[src/rtl/dcache_arb_pkg.sv]
// Shared types and the round-robin pick helper for the dcache port arbiter.
package dcache_arb_pkg;

  // Owner field sized for the largest supported requester count (8 ports).
  localparam int unsigned MaxPorts   = 8;
  localparam int unsigned OwnerWidth = 3;

  typedef struct packed {
    logic                  valid;
    logic [OwnerWidth-1:0] owner;
  } tid_entry_t;

  typedef enum logic [0:0] {
    IDLE   = 1'b0,
    LOCKED = 1'b1
  } arb_state_e;

  // First requesting port at or after ptr, wrapping modulo n.
  function automatic logic [OwnerWidth-1:0] rr_pick(
    input logic [MaxPorts-1:0]   req,
    input logic [OwnerWidth-1:0] ptr,
    input int unsigned           n
  );
    logic [OwnerWidth-1:0] sel;
    int unsigned           idx;
    sel = '0;
    // Walk from the farthest offset down so the nearest requester wins.
    for (int unsigned i = n; i > 0; i--) begin
      idx = (32'(ptr) + i - 1) % n;
      if (req[idx]) sel = OwnerWidth'(idx);
    end
    return sel;
  endfunction

endpackage

[src/rtl/dcache_arb_tid_table.sv]
// Transaction-ID table: lowest-free allocation, response lookup and release.
module dcache_arb_tid_table
  import dcache_arb_pkg::*;
#(
  parameter int unsigned TidWidth = 2
) (
  input  logic                  clk_i,
  input  logic                  rst_i,
  input  logic                  alloc_i,
  input  logic [TidWidth-1:0]   alloc_tid_i,
  input  logic [OwnerWidth-1:0] alloc_owner_i,
  input  logic                  rsp_valid_i,
  input  logic [TidWidth-1:0]   rsp_tid_i,
  output logic [TidWidth-1:0]   free_tid_o,
  output logic                  full_o,
  output logic                  busy_o,
  output logic                  rsp_hit_o,
  output logic [OwnerWidth-1:0] rsp_owner_o
);

  localparam int unsigned NrEntries = 2 ** TidWidth;

  tid_entry_t table_q [NrEntries];

  always_comb begin
    free_tid_o = '0;
    full_o     = 1'b1;
    busy_o     = 1'b0;
    for (int unsigned i = 0; i < NrEntries; i++) begin
      busy_o = busy_o | table_q[i].valid;
      if (!table_q[i].valid && full_o) begin
        free_tid_o = TidWidth'(i);
        full_o     = 1'b0;
      end
    end
  end

  assign rsp_hit_o   = rsp_valid_i && table_q[rsp_tid_i].valid;
  assign rsp_owner_o = table_q[rsp_tid_i].owner;

  // The allocated tid is always a currently free entry, so release and
  // allocation in the same cycle never target the same slot.
  always_ff @(posedge clk_i or posedge rst_i) begin
    if (rst_i) begin
      for (int unsigned i = 0; i < NrEntries; i++) begin
        table_q[i] <= '0;
      end
    end else begin
      if (rsp_hit_o) table_q[rsp_tid_i].valid <= 1'b0;
      if (alloc_i) begin
        table_q[alloc_tid_i].valid <= 1'b1;
        table_q[alloc_tid_i].owner <= alloc_owner_i;
      end
    end
  end

endmodule

[src/rtl/dcache_port_arbiter.sv]
// Round-robin arbiter sharing one dcache request port, with tid-based response routing.
// Optional contention counter enabled by defining DCACHE_ARB_PERF_EN.
module dcache_port_arbiter
  import dcache_arb_pkg::*;
#(
  parameter int unsigned NrPorts   = 3,
  parameter int unsigned AddrWidth = 64,
  parameter int unsigned DataWidth = 64,
  parameter int unsigned TidWidth  = 2
) (
  input  logic                           clk_i,
  input  logic                           rst_i,
  input  logic [NrPorts-1:0]             req_i,
  input  logic [NrPorts*AddrWidth-1:0]   addr_i,
  input  logic [NrPorts-1:0]             we_i,
  input  logic [NrPorts*DataWidth-1:0]   wdata_i,
  input  logic [NrPorts*DataWidth/8-1:0] be_i,
  output logic [NrPorts-1:0]             gnt_o,
  output logic [NrPorts-1:0]             rvalid_o,
  output logic [DataWidth-1:0]           rdata_o,
  output logic                           mem_req_o,
  output logic [AddrWidth-1:0]           mem_addr_o,
  output logic                           mem_we_o,
  output logic [DataWidth-1:0]           mem_wdata_o,
  output logic [DataWidth/8-1:0]         mem_be_o,
  output logic [TidWidth-1:0]            mem_tid_o,
  input  logic                           mem_gnt_i,
  input  logic                           mem_rvalid_i,
  input  logic [TidWidth-1:0]            mem_rid_i,
  input  logic [DataWidth-1:0]           mem_rdata_i,
  output logic                           busy_o,
  output logic                           err_o,
  output logic [31:0]                    conflict_cnt_o
);

  localparam int unsigned PortBits = (NrPorts > 1) ? $clog2(NrPorts) : 1;
  localparam int unsigned BeWidth  = DataWidth / 8;

  arb_state_e            state_q;
  logic [PortBits-1:0]   rr_ptr_q;
  logic [PortBits-1:0]   sel_q;
  logic [TidWidth-1:0]   tid_q;

  logic [MaxPorts-1:0]   req_pad;
  logic [OwnerWidth-1:0] ptr_pad;
  logic [OwnerWidth-1:0] pick_full;
  logic [PortBits-1:0]   pick;
  logic                  cur_valid;
  logic [PortBits-1:0]   cur_sel;
  logic [TidWidth-1:0]   cur_tid;
  logic [PortBits-1:0]   next_ptr;
  logic                  alloc;

  logic [TidWidth-1:0]   free_tid;
  logic                  full;
  logic                  rsp_hit;
  logic [OwnerWidth-1:0] rsp_owner;

  always_comb begin
    req_pad              = '0;
    req_pad[NrPorts-1:0] = req_i;
    ptr_pad              = '0;
    ptr_pad[PortBits-1:0] = rr_ptr_q;
    pick_full            = rr_pick(req_pad, ptr_pad, NrPorts);
    pick                 = '0;
    for (int unsigned k = 0; k < NrPorts; k++) begin
      if (pick_full == OwnerWidth'(k)) pick = PortBits'(k);
    end
  end

  // LOCKED replays the registered choice so the handshake cannot switch ports.
  always_comb begin
    if (state_q == LOCKED) begin
      cur_valid = 1'b1;
      cur_sel   = sel_q;
      cur_tid   = tid_q;
    end else begin
      cur_valid = (|req_i) && !full;
      cur_sel   = pick;
      cur_tid   = free_tid;
    end
    alloc    = cur_valid && mem_gnt_i;
    next_ptr = (cur_sel == PortBits'(NrPorts - 1)) ? '0 : cur_sel + 1'b1;
  end

  always_comb begin
    gnt_o       = '0;
    mem_req_o   = cur_valid;
    mem_addr_o  = '0;
    mem_we_o    = 1'b0;
    mem_wdata_o = '0;
    mem_be_o    = '0;
    mem_tid_o   = cur_valid ? cur_tid : '0;
    if (cur_valid) begin
      for (int unsigned k = 0; k < NrPorts; k++) begin
        if (cur_sel == PortBits'(k)) begin
          mem_addr_o  = addr_i[k*AddrWidth +: AddrWidth];
          mem_we_o    = we_i[k];
          mem_wdata_o = wdata_i[k*DataWidth +: DataWidth];
          mem_be_o    = be_i[k*BeWidth +: BeWidth];
          gnt_o[k]    = mem_gnt_i;
        end
      end
    end
  end

  always_comb begin
    rvalid_o = '0;
    for (int unsigned k = 0; k < NrPorts; k++) begin
      rvalid_o[k] = rsp_hit && (rsp_owner == OwnerWidth'(k));
    end
    rdata_o = rsp_hit ? mem_rdata_i : '0;
  end

  always_ff @(posedge clk_i or posedge rst_i) begin
    if (rst_i) begin
      state_q  <= IDLE;
      rr_ptr_q <= '0;
      sel_q    <= '0;
      tid_q    <= '0;
    end else begin
      case (state_q)
        IDLE: begin
          if (cur_valid) begin
            if (mem_gnt_i) begin
              rr_ptr_q <= next_ptr;
            end else begin
              state_q <= LOCKED;
              sel_q   <= cur_sel;
              tid_q   <= cur_tid;
            end
          end
        end
        LOCKED: begin
          if (mem_gnt_i) begin
            rr_ptr_q <= next_ptr;
            state_q  <= IDLE;
          end
        end
        default: state_q <= IDLE;
      endcase
    end
  end

  always_ff @(posedge clk_i or posedge rst_i) begin
    if (rst_i) begin
      err_o <= 1'b0;
    end else if (mem_rvalid_i && !rsp_hit) begin
      err_o <= 1'b1;
    end
  end

  dcache_arb_tid_table #(
    .TidWidth (TidWidth)
  ) u_tid_table (
    .clk_i         (clk_i),
    .rst_i         (rst_i),
    .alloc_i       (alloc),
    .alloc_tid_i   (cur_tid),
    .alloc_owner_i (OwnerWidth'(cur_sel)),
    .rsp_valid_i   (mem_rvalid_i),
    .rsp_tid_i     (mem_rid_i),
    .free_tid_o    (free_tid),
    .full_o        (full),
    .busy_o        (busy_o),
    .rsp_hit_o     (rsp_hit),
    .rsp_owner_o   (rsp_owner)
  );

`ifdef DCACHE_ARB_PERF_EN
  logic        multi_req;
  logic [31:0] conflict_q;

  assign multi_req      = $countones(req_i) > 1;
  assign conflict_cnt_o = conflict_q;

  always_ff @(posedge clk_i or posedge rst_i) begin
    if (rst_i) begin
      conflict_q <= '0;
    end else if (multi_req && (conflict_q != '1)) begin
      conflict_q <= conflict_q + 32'd1;
    end
  end
`else
  assign conflict_cnt_o = '0;
`endif

endmodule
[config.mk]
export PLATFORM = sky130hd
export DESIGN_NAME = dcache_port_arbiter
export DESIGN_NICKNAME = d
export VERILOG_FILES = /design/src/rtl/dcache_arb_pkg.sv /design/src/rtl/dcache_arb_tid_table.sv /design/src/rtl/dcache_port_arbiter.sv
export SDC_FILE = /design/constraint.sdc
export NUM_CORES = 1
export LEC_CHECK = 0
export CAP_MARGIN = 30
export CORE_AREA = 2 2 285 287
export CTS_BUF_LIST = sky130_fd_sc_hd__clkbuf_4
export DETAILED_ROUTE_END_ITERATION = 10
export DIE_AREA = 0 0 287 289
export PLACE_DENSITY = 0.34
export SLEW_MARGIN = 20
export SYNTH_ARGS = -nofsm -noshare
export SYNTH_HDL_FRONTEND = slang
export SYNTH_HIERARCHICAL = 1
export SYNTH_SLANG_ARGS = --single-unit
[constraint.sdc]
create_clock -name clk_i -period 4.7 [get_ports clk_i]
set_input_delay 1.41 -clock clk_i [delete_from_list [all_inputs] [get_ports clk_i]]
set_output_delay 1.41 -clock clk_i [all_outputs]
set_load 0.05 [all_outputs]
-- Word-level counts from Yosys, hierarchy flattened
Cells that the tools add are included.
- add/subtract/negate cells: 7
- div/mod/pow operators: 3
- order comparisons: 7
- equal/unequal tests: 7
- mux-type cells: 64
- bitwise operators: 7
- reductions and logical operators: 21
- operators by type and width (operator ; number):
    $mux 64 ; 9
    $lt 32x4->1 const B ; 3
    $mod 32x2->32 const B ; 3
    $bwmux 16 ; 3
    $mux 16 ; 2
    $mux 8 ; 4
    $demux 4 s2 ; 3
    $mux 1 ; 19
    $mux 2 ; 9
    $mux 4 ; 4
    $mux 3 ; 5
    $logic_and 1x1->1 ; 12
    $sub 3x1->4 const B ; 3
    $bmux 1 s3 ; 3
    $bmux 4 s2 ; 1
    $add 2x2->3 const B ; 2
    $eq 3x1->1 const B ; 2
    $eq 3x2->1 const B ; 2
    $ge 3x3->1 const B ; 2
    $lt 3x1->1 const B ; 2
    $not 2->3 ; 2
    $logic_not 1->1 ; 5
    $pmux 2 s2 ; 1
    $add 2x1->3 const B ; 1
    other kinds (11) ; 14
- register bits after elaboration: 24
- output and inout port bits: 244

-- Logic depth before layout (Yosys ltp)
- depth after elaboration: 17
- depth in mapped cells: 12

-- By module
The synthesis kept the hierarchy.
- modules (own cells, without submodules) (module ; instances ; cells each ; area each (sq um) ; seq. area each (sq um)):
    dcache_port_arbiter ; 1 ; 665 ; 5290.1 ; 200.2
    dcache_arb_tid_table ; 1 ; 57 ; 799.5 ; 400.4

-- Worst setup path before layout
OpenSTA, ideal clock, no wires.
- path type: input-to-output
- start point: in mem_rid_i[0]
- end point: out rvalid_o[1]
- arrival time: 3.977 ns
- data required time: 3.290 ns
- path slack: -0.687 ns
- stages on the path: 6
- path buffers: 2
- cell sequence: buf_6 mux4_2 and2_1 clkbuf_1 inv_1 nor4b_1
- longest elaborated chain between the ends: 6
- elaborated cells on any way between the ends: 7
- classes of those cells: eq/ne (1); mux (3); bitwise (1); reduce/logical (2)
- RTL lines (element ; line ; source):
    from (decl) ; dcache_port_arbiter.sv:29 ; input logic [TidWidth-1:0] mem_rid_i,
    $not 2->3 (not written as such) ; dcache_arb_tid_table.sv:38 ; assign rsp_hit_o = rsp_valid_i && table_q[rsp_tid_i].valid;
    $bmux 4 s2 ; dcache_arb_tid_table.sv:38 ;
    $mux 4 (not written as such) (2 in series) ; dcache_arb_tid_table.sv:39 ; assign rsp_owner_o = table_q[rsp_tid_i].owner;
    $logic_and 1x1->1 ; dcache_arb_tid_table.sv:38 ;
    net rsp_hit ; dcache_port_arbiter.sv:56 ; logic rsp_hit;
    $logic_and 1x1->1 ; dcache_port_arbiter.sv:110 ; rvalid_o[k] = rsp_hit && (rsp_owner == OwnerWidth'(k));
    to (decl) ; dcache_port_arbiter.sv:19 ; output logic [NrPorts-1:0] rvalid_o,
The timed path passes the listed nets, and every way through them passes these cells. The select of a mux whose other input is x is not followed.

-- Worst setup path in the final report
- start point: in req_i[0]
- end point: out mem_wdata_o[13]
- longest elaborated chain between the ends: 14
- elaborated cells on any way between the ends: 24
- classes of those cells: eq/ne (4); mux (17); reduce/logical (3)
- RTL lines (element ; line ; source):
    from (decl) ; dcache_port_arbiter.sv:13 ; input logic [NrPorts-1:0] req_i,
    $bmux 1 s3 ; dcache_arb_pkg.sv:30 ; if (req[idx]) sel = OwnerWidth'(idx);
    $mux 1 (not written as such) ; dcache_arb_pkg.sv:30 ;
    $mux 3 (2 in series) ; dcache_arb_pkg.sv:30 ;
    $mux 3 * ; dcache_arb_pkg.sv:30 ;
    $eq 3x1->1 ; dcache_port_arbiter.sv:67 ; if (pick_full == OwnerWidth'(k)) pick = PortBits'(k);
    $mux 1 ; dcache_port_arbiter.sv:67 ;
    $mux 2 * ; dcache_port_arbiter.sv:67 ;
    $mux 2 * ; dcache_port_arbiter.sv:73 ; if (state_q == LOCKED) begin
    net cur_sel[0] ; dcache_port_arbiter.sv:49 ; logic [PortBits-1:0] cur_sel;
    $logic_not 2->1 ; dcache_port_arbiter.sv:96 ; if (cur_sel == PortBits'(k)) begin
    $mux 64 (2 in series) ; dcache_port_arbiter.sv:96 ;
    $mux 64 * ; dcache_port_arbiter.sv:96 ;
    $mux 64 * ; dcache_port_arbiter.sv:94 ; if (cur_valid) begin
    to (decl) ; dcache_port_arbiter.sv:24 ; output logic [DataWidth-1:0] mem_wdata_o,
Mark *: on every way through the listed nets, which the timed path passes. The rest lies on a longest branch. The select of a mux whose other input is x is not followed.

==> metrics.md <==
| Metric | Value |
|---|---|
| Result of the run | finished with violations |
| Violated checks | negative setup slack |
| Number of different library cells in the post-synthesis netlist | 48 |
| Path type of the worst setup path | in -> out |
| Number of antenna violations at the first check in global routing | 4 |
| Max_cap viols | 0 |
| Sum of net half-perimeters after detailed placement | 45.4 mm |
| Synth Area per Inst | 8.43 um^2 |
| Yosys warnings | 6 |
| Slowest cell on the critical path | a311o_1 |
| Number of instances in the synthesized netlist | just over 700 |
| Dpl cell area | 0.0158 mm^2 |
| Global router's overall resource usage | between 10 and 15% |
| Effective utilization at floorplan | 7.62% |
| Sum of internal, switching and leakage power | 13,400 uW |
| Flip-flop cell with the highest count after synthesis | dfrtp_1 |
| Max_slew headroom | 40.3% |
| Sum of routed wire length over all layers | 55.8 mm |
| Longest individual stage delay on the worst path | between 0.2 and 0.3 ns |
| TritonCTS clock tree | done |
| Largest net degree at the start of global routing | 41 |
| Clock Tree Buf Depth | 2 |
| Count of port buffers added during placement | 695 |
| P&R area growth vs syn | 207% |
| Post-synth top cells | nand2_1 (147), mux2i_1 (143), o22ai_2 (109), and2_1 (66), buf_4 (35) |
| Number of cells on the worst hold path | 1 |
| Worst reg-to-reg path cell count | 31 |
| Slew Limit Fails | 0 |
| CTS Sinks | 24 |
| Leading cell types by total area after synthesis | mux2i_1 (24%), o22ai_2 (22%), dfrtp_1 (9.9%) |
| Post-DR wirelength/cell | between 20 and 25 um |
| Area fraction of the dominant cell type after synthesis | between 20% and 30% |
| LEAKAGE | ~0.0073 uW |
| Maximum clock frequency | between 0.2 and 0.25 GHz |
| Vertical extent of the die | 289 um |
| CTS H-tree lvls | 1 |
| Cell at the root of the clock tree | clkbuf_4 |
| Critical Path Start Type | input pin |
| Most numerous cell in the Yosys netlist | nand2_1 |
| Synthesized cell area | 0.00609 mm^2 |
| CP Capture Type | primary output |
| Initial DRT Pass Iterations | 4 |
| Hold_buf cts | 0 |
| Final hold violation count | 0 |
| Number of buffers added by the clock tree synthesis step | 3 |
| Routed via count divided by cell count | 3.46 |
| Proportion of register bits with asynchronous set or reset after synthesis | 100% |
| Vias in the first global route | a little under 10,000 |
| Final worst slack | -0.127 ns |
| Post-route ant nets | 0 |
| Fraction of final layout cells with drive strength greater than 1 | between 40% and 50% |
| Fin crit share | 103% |
| I/O pin total | around 730 |
| Count of nets after finishing | 2,039 |
| PwrDens | 719 mW/mm^2 |
| Share of the yosys chip area belonging to registers | 9.86% |
| Placeable core region | 0.0799 mm^2 |
| Unrepaired setup endpoints after global routing | true |
| Period minus WS final | 4.83 ns |
| Global placement routability congestion | 0.828 |
| Largest vdd supply drop | 0.616 mV |
| Die extent in x | ~290 um |
| Cell Rows | 104 |
| Worst min-delay path category | reg -> reg |
| Non-Filler Cell Area, Final | ~0.019 mm^2 |
| Number of flops mapped to enable cells by yosys | 0 |
| Global-route wire length before repair | 74.4 mm |
| CP required | 3.29 ns |
| Drc violations | 0 |
| Register Area | 603 um^2 |
| Violation count after the first detailed-route iteration | 172 |
| Count of endpoints failing setup in the final report | approximately 140 |
| Sequence of cells on the critical path | buf_6 > mux2_4 > a211o_1 > a311o_1 > o211a_4 > clkinv_4 > nand2b_4 > buf_12 > buf_12 > buf_8 > o22ai_4 > buf_6 |
| Data arrival time of the critical path | 3.42 ns |
| Slew at the pin closest to its max-slew limit | 0.888 ns |
| Worst Setup Slack post-DPL | -0.620 ns |
| Die area | ~0.083 mm^2 |
| Area of the multi-input gates | between 0.006 and 0.007 mm^2 |
| Synth Register Bits | 24 |
| Critical-path maximum fanout | 9 |
| Clock transition at path regs | 0.14 ns |
| Routed vias | 9,023 |
| Worst clock skew on the final layout | 0.00236 ns |
| Utilization after layout | a little under a quarter |
| Count of fill cells added during filler insertion | 8,676 |
| Cell type with the highest aggregate area in the netlist | mux2i_1 |
| GRT Residual Overflow | 0 |
| Clock network latency to the later pin of the worst-skew pair | 0.32 ns |
==> registers in the layout, summed over array words and instances, names as in the netlist <==
signal               count
rr_ptr_q                 2
state_q                  1
err_o                    1
sel_q                    2
tid_q                    2
u_tid_table/table_q     16
==> path summary, 6_finish.rpt <==
path / start / end / slack [ns]
setup / recovery: req_i[0] / mem_wdata_o[13] / -0.13
hold / removal: err_o / err_o / 0.48
setup reg to reg: rr_ptr_q[0] / sel_q[1] / 0.03
hold reg to reg: err_o / err_o / 0.48
max in group asynchronous: rst_i / u_tid_table/table_q[7] / 2.83
min in group asynchronous: rst_i / sel_q[1] / 1.38
==> routing by layer <==
layer | global-route usage [%] | vias up | share of wire [%]
met5 | 0 | - | 0
met4 | 0.690 | 0 | 0.68
met3 | 2.95 | 22 | 7.2
met2 | 25.4 | 453 | 56
met1 | 13.2 | 4332 | 36
li1 | - | 4216 | -
==> worst max-delay path: cells and delay by family <==
family	cells	cell delay [ns]
buffers and inverters	6	0.78
multiplexers	1	0.26
AND/OR/NAND/NOR	1	0.10
AO/OA/AOI/OAI	4	0.84
==> cells by family (layout without fill, tap and decap cells) <==
| kind of cell | count (synthesis) | after routing | share of synthesized area, % |
|---|---|---|---|
| multiplexers | 162 | 162 | 28.0 |
| AO/OA/AOI/OAI | 162 | 162 | 28.0 |
| buffers and inverters | 122 | 913 | 13.4 |
| flip-flops | 24 | 24 | 9.86 |
| other | 1 | 38 | 0.0616 |
| XOR/XNOR | 1 | 1 | 0.267 |
| AND/OR/NAND/NOR | 244 | 244 | 19.2 |
| adder cells (fa/ha/maj) | 6 | 6 | 1.23 |
==> through the flow <==
| step | hold WS (ns) | TNS (ns) | instances |
|---|---|---|---|
| after floorplan | 0.470 | -2.69 | 757 |
| after global placement | 0.450 | -69.62 | 2545 |
| after detailed placement | 0.458 | -68.60 | 2545 |
| after CTS | 0.492 | -22.12 | 2605 |
| after global routing | 0.503 | -16.32 | 2609 |
| final | 0.478 | -7.50 | 2610 |
==> cell type report <==
type | instances | area share, %
clock buffers | 3 | 0.121
multi-input cells | 611 | 32.9
inverters | 17 | 0.395
well taps | 1060 | 7.10
diodes | 2 | 0.0268
flip-flops and latches | 24 | 3.23
clock inverters | 1 | 0.161
repair buffers | 892 | 56.1
==> power breakdown <==
part	switching, uW	internal, uW	leakage [uW]
Combinational	6990	5910	0.00698
Clock	65.7	86.2	0.0000279
Sequential	69.1	294	0.000295
==> what timing repair did <==
item                                    in CTS  in global routing
resized for setup                          328                105
pin swaps                                   42                 18
buffers inserted                            46                  6
endpoints found under the setup margin     193                141
cloned                                      12                  5
==> layout by cell type (no fill, tap or decap), drive strengths merged, types with 8 or more instances in the layout <==
| master | netlist | routed |
|---|---|---|
| clkdlybuf4s50 | 0 | 480 |
| buf | 80 | 405 |
| nand2 | 147 | 147 |
| mux2i | 143 | 143 |
| o22ai | 137 | 137 |
| and2 | 66 | 66 |
| conb | 1 | 36 |
| dfrtp | 24 | 24 |
| inv | 15 | 16 |
| mux2 | 15 | 15 |
| o21ai | 10 | 10 |
| nor2 | 9 | 9 |
| clkbuf | 25 | 8 |
(Power assumes the default switching activity.)
